**config.mk**
```make
export PLATFORM = sky130hd
export DESIGN_NAME = adpll_lock_ctrl
export DESIGN_NICKNAME = d
export VERILOG_FILES = /design/src/rtl/adpll_lock_ctrl.sv
export SDC_FILE = /design/constraint.sdc
export NUM_CORES = 1
export LEC_CHECK = 0
export ABC_CLOCK_PERIOD_IN_PS = 3000
export CAP_MARGIN = 5
export CELL_PAD_IN_SITES_DETAIL_PLACEMENT = 0
export CELL_PAD_IN_SITES_GLOBAL_PLACEMENT = 1
export CORE_MARGIN = 1.5
export CORE_UTILIZATION = 46
export CTS_BUF_LIST = sky130_fd_sc_hd__clkbuf_4
export CTS_CLUSTER_SIZE = 28
export DETAILED_ROUTE_END_ITERATION = 10
export GPL_TIMING_DRIVEN = 1
export MAX_ROUTING_LAYER = met4
export PLACE_DENSITY = 0.94
export SETUP_SLACK_MARGIN = 0.02
export SLEW_MARGIN = 20
export SYNTH_ARGS = -nofsm -noshare
export SYNTH_HDL_FRONTEND = slang
export SYNTH_SLANG_ARGS = --single-unit
```
**constraint.sdc**
```tcl
create_clock -name IN_clk -period 3 [get_ports IN_clk]
set_clock_uncertainty 0.05 [all_clocks]
set_input_delay 0.6 -clock IN_clk [delete_from_list [all_inputs] [get_ports IN_clk]]
set_output_delay 0.6 -clock IN_clk [all_outputs]
set_load 0.01 [all_outputs]
```
**src/rtl/adpll_lock_ctrl.sv**
```systemverilog
// ADPLL loop controller: synchronises the PFD up/down flags, runs a SAR frequency
// search on the DCO code, then +/-1 phase tracking with lock / unlock qualification.
module adpll_lock_ctrl #(
  parameter int CODE_W     = 8,
  parameter int SETTLE_CYC = 4,
  parameter int LOCK_CNT   = 16,
  parameter int UNLOCK_THR = 4
) (
  input  logic              IN_clk,
  input  logic              RESET,
  input  logic              enable,
  input  logic              flagU,
  input  logic              flagD,
  output logic [CODE_W-1:0] dco_code,
  output logic [1:0]        state,
  output logic              locked
);

  localparam int KW = (CODE_W > 1) ? $clog2(CODE_W) : 1;
  localparam int SW = $clog2(SETTLE_CYC);
  localparam int LW = $clog2(LOCK_CNT + 1);
  localparam int UW = $clog2(UNLOCK_THR + 1);

  localparam logic [CODE_W-1:0] MID    = {1'b1, {(CODE_W-1){1'b0}}};
  localparam logic [KW-1:0]     K_TOP  = KW'(CODE_W - 1);
  localparam logic [SW-1:0]     S_LAST = SW'(SETTLE_CYC - 1);
  localparam logic [LW-1:0]     L_TGT  = LW'(LOCK_CNT);
  localparam logic [UW-1:0]     U_TGT  = UW'(UNLOCK_THR);

  localparam logic [1:0] DIR_NONE = 2'd0;
  localparam logic [1:0] DIR_UP   = 2'd1;
  localparam logic [1:0] DIR_DN   = 2'd2;

  typedef enum logic [1:0] {IDLE = 2'd0, SEARCH = 2'd1, TRACK = 2'd2, LOCK = 2'd3} st_t;

  st_t               st, st_n;
  logic [CODE_W-1:0] code, code_n;
  logic [KW-1:0]     k, k_n;
  logic [SW-1:0]     cnt, cnt_n;
  logic [LW-1:0]     lock_cnt, lock_n;
  logic [UW-1:0]     same_cnt, same_n;
  logic [1:0]        last_dir, last_n;
  logic              flag_u_p1, flag_u_p2, flag_d_p1, flag_d_p2;
  logic              up, dn, tick;
  logic [1:0]        dir;

  // Saturating +/-1 step so the DCO code can never wrap.
  function automatic logic [CODE_W-1:0] step_code(input logic [CODE_W-1:0] c,
                                                  input logic u, input logic d);
    logic [CODE_W-1:0] r;
    r = c;
    if (u && (c != {CODE_W{1'b1}})) r = c + 1'b1;
    else if (d && (c != '0))        r = c - 1'b1;
    return r;
  endfunction

  assign up   = flag_u_p2 & ~flag_d_p2;
  assign dn   = flag_d_p2 & ~flag_u_p2;
  assign dir  = up ? DIR_UP : (dn ? DIR_DN : DIR_NONE);
  assign tick = (cnt == S_LAST);

  always_comb begin
    st_n   = st;
    code_n = code;
    k_n    = k;
    cnt_n  = tick ? '0 : cnt + 1'b1;
    lock_n = lock_cnt;
    same_n = same_cnt;
    last_n = last_dir;
    case (st)
      IDLE: begin
        cnt_n = '0;
        if (enable) begin
          st_n   = SEARCH;
          code_n = MID;
          k_n    = K_TOP;
        end
      end
      SEARCH: if (tick) begin
        if (dn) code_n[k] = 1'b0;
        if (k != '0) begin
          code_n[k - 1'b1] = 1'b1;
          k_n              = k - 1'b1;
        end else begin
          st_n   = TRACK;
          cnt_n  = '0;
          lock_n = '0;
          same_n = '0;
          last_n = DIR_NONE;
        end
      end
      TRACK: if (tick) begin
        code_n = step_code(code, up, dn);
        if ((dir == DIR_NONE) || (last_dir == DIR_NONE) || (dir != last_dir))
          lock_n = (lock_cnt == L_TGT) ? lock_cnt : lock_cnt + 1'b1;
        else
          lock_n = '0;
        if (dir != DIR_NONE) last_n = dir;
        if (lock_n == L_TGT) begin
          st_n   = LOCK;
          cnt_n  = '0;
          same_n = '0;
        end
      end
      LOCK: if (tick) begin
        code_n = step_code(code, up, dn);
        if ((dir != DIR_NONE) && (dir == last_dir))
          same_n = (same_cnt == U_TGT) ? same_cnt : same_cnt + 1'b1;
        else
          same_n = '0;
        if (dir != DIR_NONE) last_n = dir;
        if (same_n == U_TGT) begin
          st_n   = TRACK;
          cnt_n  = '0;
          lock_n = '0;
          same_n = '0;
          last_n = DIR_NONE;
        end
      end
      default: st_n = IDLE;
    endcase
    // Dropping enable aborts whatever the loop was doing.
    if (!enable) begin
      st_n   = IDLE;
      code_n = MID;
      k_n    = K_TOP;
      cnt_n  = '0;
      lock_n = '0;
      same_n = '0;
      last_n = DIR_NONE;
    end
  end

  always_ff @(posedge IN_clk) begin
    if (RESET) begin
      st        <= IDLE;
      code      <= MID;
      k         <= K_TOP;
      cnt       <= '0;
      lock_cnt  <= '0;
      same_cnt  <= '0;
      last_dir  <= DIR_NONE;
      flag_u_p1 <= 1'b0;
      flag_u_p2 <= 1'b0;
      flag_d_p1 <= 1'b0;
      flag_d_p2 <= 1'b0;
    end else begin
      st        <= st_n;
      code      <= code_n;
      k         <= k_n;
      cnt       <= cnt_n;
      lock_cnt  <= lock_n;
      same_cnt  <= same_n;
      last_dir  <= last_n;
      flag_u_p1 <= flagU;
      flag_u_p2 <= flag_u_p1;
      flag_d_p1 <= flagD;
      flag_d_p2 <= flag_d_p1;
    end
  end

  assign dco_code = code;
  assign state    = st;
  assign locked   = (st == LOCK);

endmodule

```
# After elaboration in Yosys (flattened, before gate mapping)
# Index checks and enable logic that the tools add are counted.
# classes
div	0
shifts	0
order_cmp	4
mul	0
n_mux	61
eq_ne	20
addsub	6
n_reduce_logical	23
n_bitwise	8
# ops
cell	n
8-bit 2-to-1 mux	8
5-bit 2-to-1 mux	9
2-bit 2-to-1 mux	21
3-bit 2-to-1 mux	12
8-bit case mux with 3 select lines	1
6-bit AND reduction	3
2-bit case mux with 4 select lines	2
5-bit case mux with 3 select lines	1
5-bit == test (second input constant)	2
2-bit inequality test (second input constant)	5
3-bit case mux with 3 select lines	1
8-bit by 1-bit adder with 8-bit output (second input constant)	1
8-bit bitwise AND	1
3-bit by 4-bit less-than comparator with 1-bit output (second input constant)	2
8-bit inequality test (second input constant)	1
8-bit NOT	1
8-bit OR	1
8-bit nonzero test	1
8-bit by 1-bit subtractor with 8-bit output (second input constant)	1
1-bit demux with 3-bit select	2
2-bit == test (second input constant)	3
3-bit == test (second input constant)	2
3-bit by 1-bit >= comparator with 1-bit output (second input constant)	2
2-bit zero test	3
other kinds (21)	36
# word_totals
elab_cells	133
input_bits	5
latchBits	0
mem_bits_rw	0
mem_count	0
out_inout_bits	11
mem_bits_ro	0
regBits	29

# Logic depth before layout (Yosys ltp)
# Gate-level depths: netlist of the first run.
# depth
depth_word	14
depth_mapped	10

# Worst setup path after synthesis of the first run
# Ideal clock, no wire load.
# synth_timing
path_type	flip-flop to flip-flop
from	reg code[0], in the netlist dco_code[0]
to	reg code[7], in the netlist dco_code[7]
required_ns	2.819
path_stages_with_launch	10
slack_ns	0.683
arrival_ns	2.135
path_cell_list	dfxtp_1 nand4_1 o21ai_2 ha_1 a21o_1 a21oi_1 o21ai_1 a31oi_1 xor2_1 a32oi_1
# synth_between
elab_chain_cells	5
# synth_rtl
element	line	rtl
from (decl)	37	logic [CODE_W-1:0] code, code_n;
from (signal assigned)	149	code <= code_n;
8-bit by 1-bit subtractor with 8-bit output or 8-bit inequality test (tied branches)	53, 52	
8-bit 2-to-1 mux or 1-bit logical AND (tied branches)	53, 52	
8-bit 2-to-1 mux	52	if (u && (c != {CODE_W{1'b1}})) r = c + 1'b1;
8-bit 2-to-1 mux	92	TRACK: if (tick) begin
8-bit case mux with 3 select lines	70	case (st)
# Parallel ways exist; a longest one is shown, timed or not. The select of a mux whose other input is x is not followed.
# A chain may end at the register's enable or synchronous reset.

# Final worst setup path of the first run
# layout_timing
from	reg code[5], in the netlist dco_code[5]
to	reg code[7], in the netlist dco_code[7]
# Same word-level chain as after synthesis.

==> results of run 1 <==
-- power by group --
group | internal [mW] | total, mW | switching, mW
combinational | 0.0310 | 0.0680 | 0.0370
sequential | 0.389 | 0.395 | 0.00583
clock | 0.0886 | 0.241 | 0.152
total | 0.509 | 0.704 | 0.195
-- routing by layer --
metal | vias to the layer above | wire length (um)
li1 | 1005 | -
met1 | 926 | 2480
met2 | 47 | 2180
met4 | 0 | 68
met5 | - | 0
met3 | 8 | 173
-- through the flow --
step | instance area [um^2] | hold slack (ps) | instances
finish | 2370 | 395 | 327
global route | 2370 | 422 | 327
CTS | 2370 | 393 | 327
detailed placement | 2310 | 381 | 319
global placement | 2310 | 368 | 319
floorplan | 2130 | 357 | 263
-- path summary, 6_finish.rpt --
kind / to / startpoint / cells past startpoint
max: dco_code[7]$_SDFFE_PP1P_ / dco_code[5]$_SDFFE_PP0P_ / 9
min: cnt[0]$_SDFF_PP0_ / cnt[0]$_SDFF_PP0_ / 1
max reg2reg: dco_code[7]$_SDFFE_PP1P_ / dco_code[5]$_SDFFE_PP0P_ / 9
min reg2reg: cnt[0]$_SDFF_PP0_ / cnt[0]$_SDFF_PP0_ / 1
-- cell usage in the layout (no fill, tap or decap), types with 6 or more instances in the layout --
cell,count
dfxtp_1,29
nand2_1,25
a21oi_1,18
ha_1,16
clkdlybuf4s50_1,15
nor2_1,14
nand3_1,13
inv_1,12
nor3_1,8
nor2b_1,8
o21ai_1,7
o21ai_0,7
xor2_1,6
a31oi_1,6
-- kinds of logic after synthesis --
kind of cell | after synthesis
XOR/XNOR | 9
buffers and inverters | 29
adder cells (fa/ha/maj) | 17
multiplexers | 6
AO/OA/AOI/OAI | 80
AND/OR/NAND/NOR | 93
flip-flops | 29
-- flip-flops by register name (all words and copies together) (netlist names) --
signal	cells
dco_code	8
lock_cnt	5
k	3
same_cnt	3
cnt	2
last_dir	2
state	2
flag_d_p1	1
flag_d_p2	1
flag_u_p1	1
flag_u_p2	1
-- final cells by class --
cell class	instances	area [um^2]
clock buffers	5	37.5
clock inverters	3	17.5
fillers	438	2050
inverters	13	48.8
multi-input cells	205	1430
flip-flops and latches	29	581
well taps	52	65.1
repair buffers	20	188
==> qor.txt, run 1 <==
Status - finished clean
Post-Syn Area - 2130 um^2
Placer Congestion - 0.852
Crit-path cells - nand4_1 > o21ai_2 > ha_1 > a21o_1 > a21oi_1 > o21ai_1 > a31oi_1 > xor2_1 > a32oi_1
Total negative setup slack - 0 ps
Sequential fraction of the synthesis area - 27.3%
Post-synthesis mux area share - 2.88%
Largest net degree at the start of global routing - 18
Predominant post-synthesis flop cell - dfxtp_1
Hold Vio Cnt, Final - 0
Total congestion overflow - 0
# Post-CTS Setup Buffers - 0
Post-synth top area share - 27.3%
Syn Nets - 285
N_diodes - 0
Kind of start point of the critical path - flip-flop
CTS tree - done
Max cap viols - 0
Root buffer cell - clkbuf_4
Worst vdd ir - 0.186 mV
DRT Pass-1 Iters - 4
Utilization after layout - 53.6%
Compound-gate portion of the synthesized area - 27.5%
Hold WC Path Type - reg -> reg
Power per Cell Area - 298 nW/um^2
Simple-gate portion of the synthesized area - 22.7%
Global-route usage over all layers - 21.4%
Synth cell types - 62
Final Cycle Share - 85.3%
Register bit total from synthesis - 29
Crit path buf inv count - 0
Flop-to-flop setup slack - 440 ps
Final setup margin - 440 ps
Port Buffers - 15
Core Rows - 24
Synth area leader - dfxtp_1
CTS Buffer Depth - 2
CORE AREA - 4410 um^2
GR Layer Usage met3 - 4.56%
Power Total - 704 uW
Syn-to-layout area delta - 11.2%
Layout cells sized above 1 - 8.36%
Slowest cell on crit path - dfxtp_1
Kind of critical path - reg -> reg
WL/cell - 15.0 um
First-pass GRT wire length - 8390 um
Total leakage power - 0.872 nW
# IOs - 16
Clock H-tree levels - 2
Die footprint - 5040 um^2
Crit end category - flip-flop
Ys Warns - 0
Post-cts sizing count - 0
Nets - 296
Insertion delay to the later sink of the worst-skew pair - 340 ps
Routed vias - 1986
Initial antenna violation count - 0
Post-DP HPWL - 3580 um
Post-Synthesis Cells - 263
Post-synth ARST share - 0%
CTS buffer count - 5
Dpl ws - 448 ps
Post-DR vias/cell - 6.07
Slew headroom - 55.3%
M2 GR Usage - 30.1%
Most frequent cells after synthesis - 29 x dfxtp_1, 25 x nand2_1, 18 x a21oi_1
Cell family with most CP delay - compound AO/OA/AOI/OAI gates
Largest cells by area after synthesis - dfxtp_1 27%, ha_1 9.4%, nand2_1 4.4%, a21oi_1 4.2%, nand3_1 3.1%
Vias in the first global route - 1717
Largest family of logic cells by synthesized area - compound AO/OA/AOI/OAI gates
Hold_buf cts - 0
Actual slew at the worst max-slew pin - 670 ps
Worst-path clk slew - 110 ps
Die Y - 71.0 um
RSZ-0062 raised after global routing - no
XOR/XNOR share of the synthesized area - 3.70%
Synth Area in Adders - 10.3%
DRT antenna net count - 0
Post-synth EDFFs - 0
Detailed Route WL - 4900 um
GRT met1 Usage - 30.9%
Minimum clock period - 2560 ps
Worst EP arrival - 2730 ps
Critical path's largest stage delay - 470 ps
CP max FO - 9
Syn Area/Cell - 8.09 um^2
Slew Limit Fails - 0
DRC violations left - 0
Die Wd - 71.0 um
Global route hottest layer - met1
Clk sinks - 29
Effective utilization at floorplan - 48.2%
Critical Path RT - 3170 ps
Final setup violation count - 0
Initial drt markers - 130
Cell with the most instances after synthesis - dfxtp_1
Max frequency - 391 MHz
No activity file was read; power rests on OpenSTA's default activity.
==> run 2: changes to the inputs <==
--- a/config.mk
+++ b/config.mk
@@ -14,11 +14,12 @@
 export CTS_BUF_LIST = sky130_fd_sc_hd__clkbuf_4
 export CTS_CLUSTER_SIZE = 28
 export DETAILED_ROUTE_END_ITERATION = 10
-export GPL_TIMING_DRIVEN = 1
 export MAX_ROUTING_LAYER = met4
 export PLACE_DENSITY = 0.94
+export RECOVER_POWER = 50
 export SETUP_SLACK_MARGIN = 0.02
 export SLEW_MARGIN = 20
 export SYNTH_ARGS = -nofsm -noshare
 export SYNTH_HDL_FRONTEND = slang
 export SYNTH_SLANG_ARGS = --single-unit
+export TNS_END_PERCENT = 20
==> run 2 against run 1 <==
Power hardly changed. Count of clock-buffer cells in the layout unchanged. Clock power is essentially flat. Die area is the same. Global-route usage stayed put. Sequential share of layout area did not move. Combinational power is 0.9% lower. Non-clock buffer count stayed put. Critical path depth stayed put.
==> qor.txt, run 2 (same netlist as run 1, synthesis figures left out) <==
DRT antenna net count - 0
Root buffer cell - clkbuf_4
Status - finished clean
Die footprint - 5040 um^2
CTS tree - done
Vias in the first global route - 1717
Utilization after layout - 53.6%
Power per Cell Area - 298 nW/um^2
Finished Cell Area - 2370 um^2
Hold_buf cts - 0
Crit end category - flip-flop
Minimum clock period - 2550 ps
Max reg flops - 8
CTS Buffer Depth - 2
Total congestion overflow - 0
Core Rows - 24
Kind of start point of the critical path - flip-flop
Kind of critical path - reg -> reg
Die Y - 71.0 um
Most frequent cells in the layout - 29 x dfxtp_1, 25 x nand2_1, 18 x a21oi_1, 16 x ha_1, 14 x nor2_1
Slew headroom - 55.5%
Detailed Route WL - 4900 um
Actual slew at the worst max-slew pin - 667 ps
Max frequency - 392 MHz
Placer Congestion - 0.852
Post-place instance area - 2310 um^2
N_diodes - 0
Post-DP HPWL - 3580 um
Hold Vio Cnt, Final - 0
# Post-CTS Setup Buffers - 0
Initial drt markers - 127
Largest net degree at the start of global routing - 18
Hold WC Path Type - reg -> reg
Critical Path RT - 3170 ps
DRT Pass-1 Iters - 4
Die Wd - 71.0 um
CP max FO - 9
Global-route usage over all layers - 21.4%
Max cap viols - 0
Worst-path clk slew - 110 ps
WL/cell - 15.0 um
RSZ-0062 raised after global routing - no
Total negative setup slack - 0 ps
First-pass GRT wire length - 8390 um
Clk sinks - 29
Post-cts sizing count - 0
Syn-to-layout area delta - 11.2%
Most common cell after layout, fill and taps aside - dfxtp_1
Port Buffers - 15
Power Total - 705 uW
Final setup violation count - 0
Worst EP arrival - 2720 ps
DRC violations left - 0
Clock H-tree levels - 2
CORE AREA - 4410 um^2
Routed vias - 1977
Initial antenna violation count - 0
Final Cycle Share - 84.9%
Post-DR vias/cell - 6.05
CTS buffer count - 5
Total leakage power - 0.894 nW
Effective utilization at floorplan - 48.2%
Insertion delay to the later sink of the worst-skew pair - 340 ps
# IOs - 16
Fin Hold WS - 395 ps
Nets - 296
Layout cells sized above 1 - 8.36%
Worst vdd ir - 0.186 mV
Slew Limit Fails - 0
==> run 2: critical path, cell delays in order (launching register included) <==
cell and delay (ps):
dfxtp_1 460, nand4_1 170, o21ai_2 430, ha_1 320
a21o_1 170, a21oi_1 230, o21ai_1 120, a31oi_1 220
xor2_1 160, a32oi_1 110
==> run 2: worst paths after layout <==
path | depth (start not counted) | end | slack (ps) | startpoint
hold reg to reg | 1 | cnt[0]$_SDFF_PP0_ | 400 | cnt[0]$_SDFF_PP0_
setup / recovery | 9 | dco_code[7]$_SDFFE_PP1P_ | 450 | dco_code[5]$_SDFFE_PP0P_
hold / removal | 1 | cnt[0]$_SDFF_PP0_ | 400 | cnt[0]$_SDFF_PP0_
setup reg to reg | 9 | dco_code[7]$_SDFFE_PP1P_ | 450 | dco_code[5]$_SDFFE_PP0P_
==> run 2: layout make-up <==
| cell class | count | area [um^2] |
|---|---|---|
| inverters | 13 | 48.8 |
| fillers | 438 | 2050 |
| well taps | 52 | 65.1 |
| clock inverters | 3 | 17.5 |
| clock buffers | 5 | 37.5 |
| repair buffers | 20 | 188 |
| flip-flops and latches | 29 | 581 |
| multi-input cells | 205 | 1430 |
==> run 2: per-stage QoR <==
step | setup WS (ps) | cells
2_1_floorplan | 683 | 263
3_3_place_gp | 556 | 319
3_5_place_dp | 448 | 319
4_1_cts | 452 | 327
5_1_grt | 259 | 327
6_report | 452 | 327
==> run 2: where the power goes <==
part           switching [mW]  leakage (nW)  total [mW]  internal (mW)
registers             0.00572         0.235       0.395          0.389
clock network           0.154        0.0326       0.242         0.0886
logic                  0.0370         0.626      0.0674         0.0304
==> run 2: per-layer routing <==
| layer | vias up | GRT usage, % | wire length (um) |
|---|---|---|---|
| met5 | - | - | 0 |
| met4 | 0 | 6.08 | 61 |
| met3 | 6 | 4.56 | 196 |
| met2 | 44 | 30.1 | 2140 |
| met1 | 923 | 30.9 | 2500 |
| li1 | 1004 | - | - |
==> run 3: changes to the inputs <==
--- a/config.mk
+++ b/config.mk
@@ -5,17 +5,17 @@
 export SDC_FILE = /design/constraint.sdc
 export NUM_CORES = 1
 export LEC_CHECK = 0
-export ABC_CLOCK_PERIOD_IN_PS = 3000
+export ABC_CLOCK_PERIOD_IN_PS = 2100
 export CAP_MARGIN = 5
 export CELL_PAD_IN_SITES_DETAIL_PLACEMENT = 0
 export CELL_PAD_IN_SITES_GLOBAL_PLACEMENT = 1
 export CORE_MARGIN = 1.5
-export CORE_UTILIZATION = 46
+export CORE_UTILIZATION = 41
 export CTS_BUF_LIST = sky130_fd_sc_hd__clkbuf_4
 export CTS_CLUSTER_SIZE = 28
 export DETAILED_ROUTE_END_ITERATION = 10
 export MAX_ROUTING_LAYER = met4
-export PLACE_DENSITY = 0.94
+export PLACE_DENSITY = 0.89
 export RECOVER_POWER = 50
 export SETUP_SLACK_MARGIN = 0.02
 export SLEW_MARGIN = 20
==> constraint.sdc (replaced) <==
create_clock -name IN_clk -period 2.1 [get_ports IN_clk]
set_clock_uncertainty 0.05 [all_clocks]
set_input_delay 0.42 -clock IN_clk [delete_from_list [all_inputs] [get_ports IN_clk]]
set_output_delay 0.42 -clock IN_clk [all_outputs]
set_load 0.01 [all_outputs]
==> run 3 against run 2 <==
The flow now finishes with violations (setup timing). Via count increased by 8.5%. Core utilization increased by 3.3 points. Cell area increased by 21%. Power increased by 45%. Flip-flop and latch count unchanged. Critical path depth increased by 1.
==> qor.txt, run 3 (same netlist as run 1, synthesis figures left out) <==
Psw - 266 uW
CORE AREA - 5040 um^2
Hold Path End - cnt[0]$_SDFF_PP0_
Insertion delay to the later sink of the worst-skew pair - 330 ps
Dpl ws - -260 ps
Slew headroom - 69.1%
Global-route usage over all layers - 22.4%
Sw Share - 25.9%
Clk sinks - 29
CP max FO - 5
Core Rows - 26
Comb power frac - 13.6%
Die Wd - 75.1 um
Final setup margin - -164 ps
Power per Cell Area - 357 nW/um^2
Crit end category - flip-flop
Int Pwr - 758 uW
Slowest cell on crit path - dfxtp_4
Total congestion overflow - 0
Seq pwr share - 54.0%
# IOs - 16
R2r startpoint - dco_code[5]$_SDFFE_PP0P_
Slew Limit Fails - 0
Max frequency - 442 MHz
Most frequent cells in the layout - 41 x buf_4, 24 x nand2_1, 18 x dfxtp_1, 14 x nor2_1, 14 x a21oi_1
Routed vias - 2145
Largest net degree at the start of global routing - 14
Die footprint - 5630 um^2
Syn-to-layout area delta - 34.8%
Worst EP arrival - 2440 ps
Kind of start point of the critical path - flip-flop
Clock H-tree levels - 2
RR Endpoint - dco_code[4]$_SDFFE_PP0P_
Hold Path Depth - 1
Hold Vio Cnt, Final - 0
Post-DP HPWL - 4120 um
Kind of critical path - reg -> reg
Initial drt markers - 143
Initial antenna violation count - 0
Flop-to-flop setup slack - -160 ps
Detailed Route WL - 5640 um
Hold WC Path Type - reg -> reg
DRT antenna net count - 0
Utilization after layout - 56.9%
DRT Pass-1 Iters - 4
Root buffer cell - clkbuf_4
Critical Path RT - 2270 ps
DRC violations left - 0
Worst-path clk slew - 90 ps
Placer Congestion - 0.924
Total leakage power - 1.10 nW
Die Y - 75.1 um
R2R depth - 10
Worst vdd ir - 0.337 mV
N_diodes - 0
Effective utilization at floorplan - 42.2%
First-pass GRT wire length - 9250 um
CTS tree - done
Max cap viols - 0
CTS buffer count - 5
Post-route insts no fill - 386
CTS Buffer Depth - 2
Placed cell count - 367
Minimum clock period - 2260 ps
Min-delay src - cnt[0]$_SDFF_PP0_
Max reg flops - 8
Cell family with most CP delay - compound AO/OA/AOI/OAI gates
Violated checks - setup timing
Nets - 337
WL/cell - 14.6 um
Layout cells sized above 1 - 30.4%
Post-DR vias/cell - 5.56
Final setup violation count - 6
Vias in the first global route - 1951
Clock network fraction of design power - 32.5%
RSZ-0062 raised after global routing - yes
Port Buffers - 15
Crit-path cells - nand4_1 > o21ai_4 > buf_4 > fa_2 > a21o_1 > a21oi_2 > xor2_1 > mux2i_1 > a32oi_1 > nor2_1
Status - finished, violations left
Critical path's largest stage delay - 350 ps
Final Cycle Share - 108%
Crit path buf inv count - 1
Actual slew at the worst max-slew pin - 460 ps
Most common cell after layout, fill and taps aside - buf_4
[run 3: cell types whose count changed in the layout (fill, tap and decap cells not counted), sizes merged]
cell           before  now
buf                 5   44
clkdlybuf4s50       6   12
dlygate4sd3         9    3
clkbuf              5    8
clkinv              3    2
[run 3: how the worst max path moves through the flow]
stage                                   startpoint  cells past startpoint                        to  slack (ps)
after floorplan           dco_code[5]$_SDFFE_PP0P_                      9  dco_code[7]$_SDFFE_PP1P_         -80
after global placement    dco_code[5]$_SDFFE_PP0P_                      9  dco_code[7]$_SDFFE_PP1P_        -200
after detailed placement  dco_code[5]$_SDFFE_PP0P_                      9  dco_code[7]$_SDFFE_PP1P_        -260
after CTS                 dco_code[2]$_SDFFE_PP0P_                      9  dco_code[7]$_SDFFE_PP1P_        -130
after global routing      dco_code[5]$_SDFFE_PP0P_                     10  dco_code[4]$_SDFFE_PP0P_        -220
final                     dco_code[5]$_SDFFE_PP0P_                     10  dco_code[4]$_SDFFE_PP0P_        -160
[run 3: layout make-up]
| cell class | instances | area (um^2) |
|---|---|---|
| clock buffers | 6 | 45.0 |
| clock inverters | 2 | 10.0 |
| fillers | 452 | 2170 |
| inverters | 13 | 48.8 |
| multi-input cells | 205 | 1570 |
| flip-flops and latches | 29 | 609 |
| well taps | 70 | 87.6 |
| repair buffers | 61 | 499 |
[run 3: through the flow]
stage | hold slack, ps | area, um^2 | setup TNS (ps) | power [mW]
2_1_floorplan | 357 | 2230 | -180 | 0.642
3_3_place_gp | 371 | 2660 | -461 | 0.688
3_5_place_dp | 380 | 2660 | -872 | 0.691
4_1_cts | 388 | 2830 | -481 | 1.03
5_1_grt | 407 | 2870 | -1340 | 1.09
6_report | 389 | 2870 | -538 | 1.02
[run 3: per-layer routing]
metal | wire [um] | global-route usage, % | up-vias
met5 | 0 | - | -
met4 | 76 | 7.88 | 0
met3 | 297 | 4.55 | 10
met2 | 2600 | 32.9 | 58
met1 | 2660 | 30.2 | 993
li1 | - | - | 1084
[run 3: power by group through the flow]
stage	clock network, mW	registers, mW	logic, mW
5_1_grt	0.381	0.554	0.151
2_1_floorplan	0	0.567	0.0747
3_3_place_gp	0	0.564	0.124
6_report	0.332	0.552	0.139
4_1_cts	0.346	0.553	0.134
3_5_place_dp	0	0.565	0.126
[run 3: repair_timing]
action	4_1_cts	5_1_grt
setup buffers	10	1
setup endpoints to repair	9	18
pin swaps	11	11
resized for setup	9	14
hold buffers	0	0
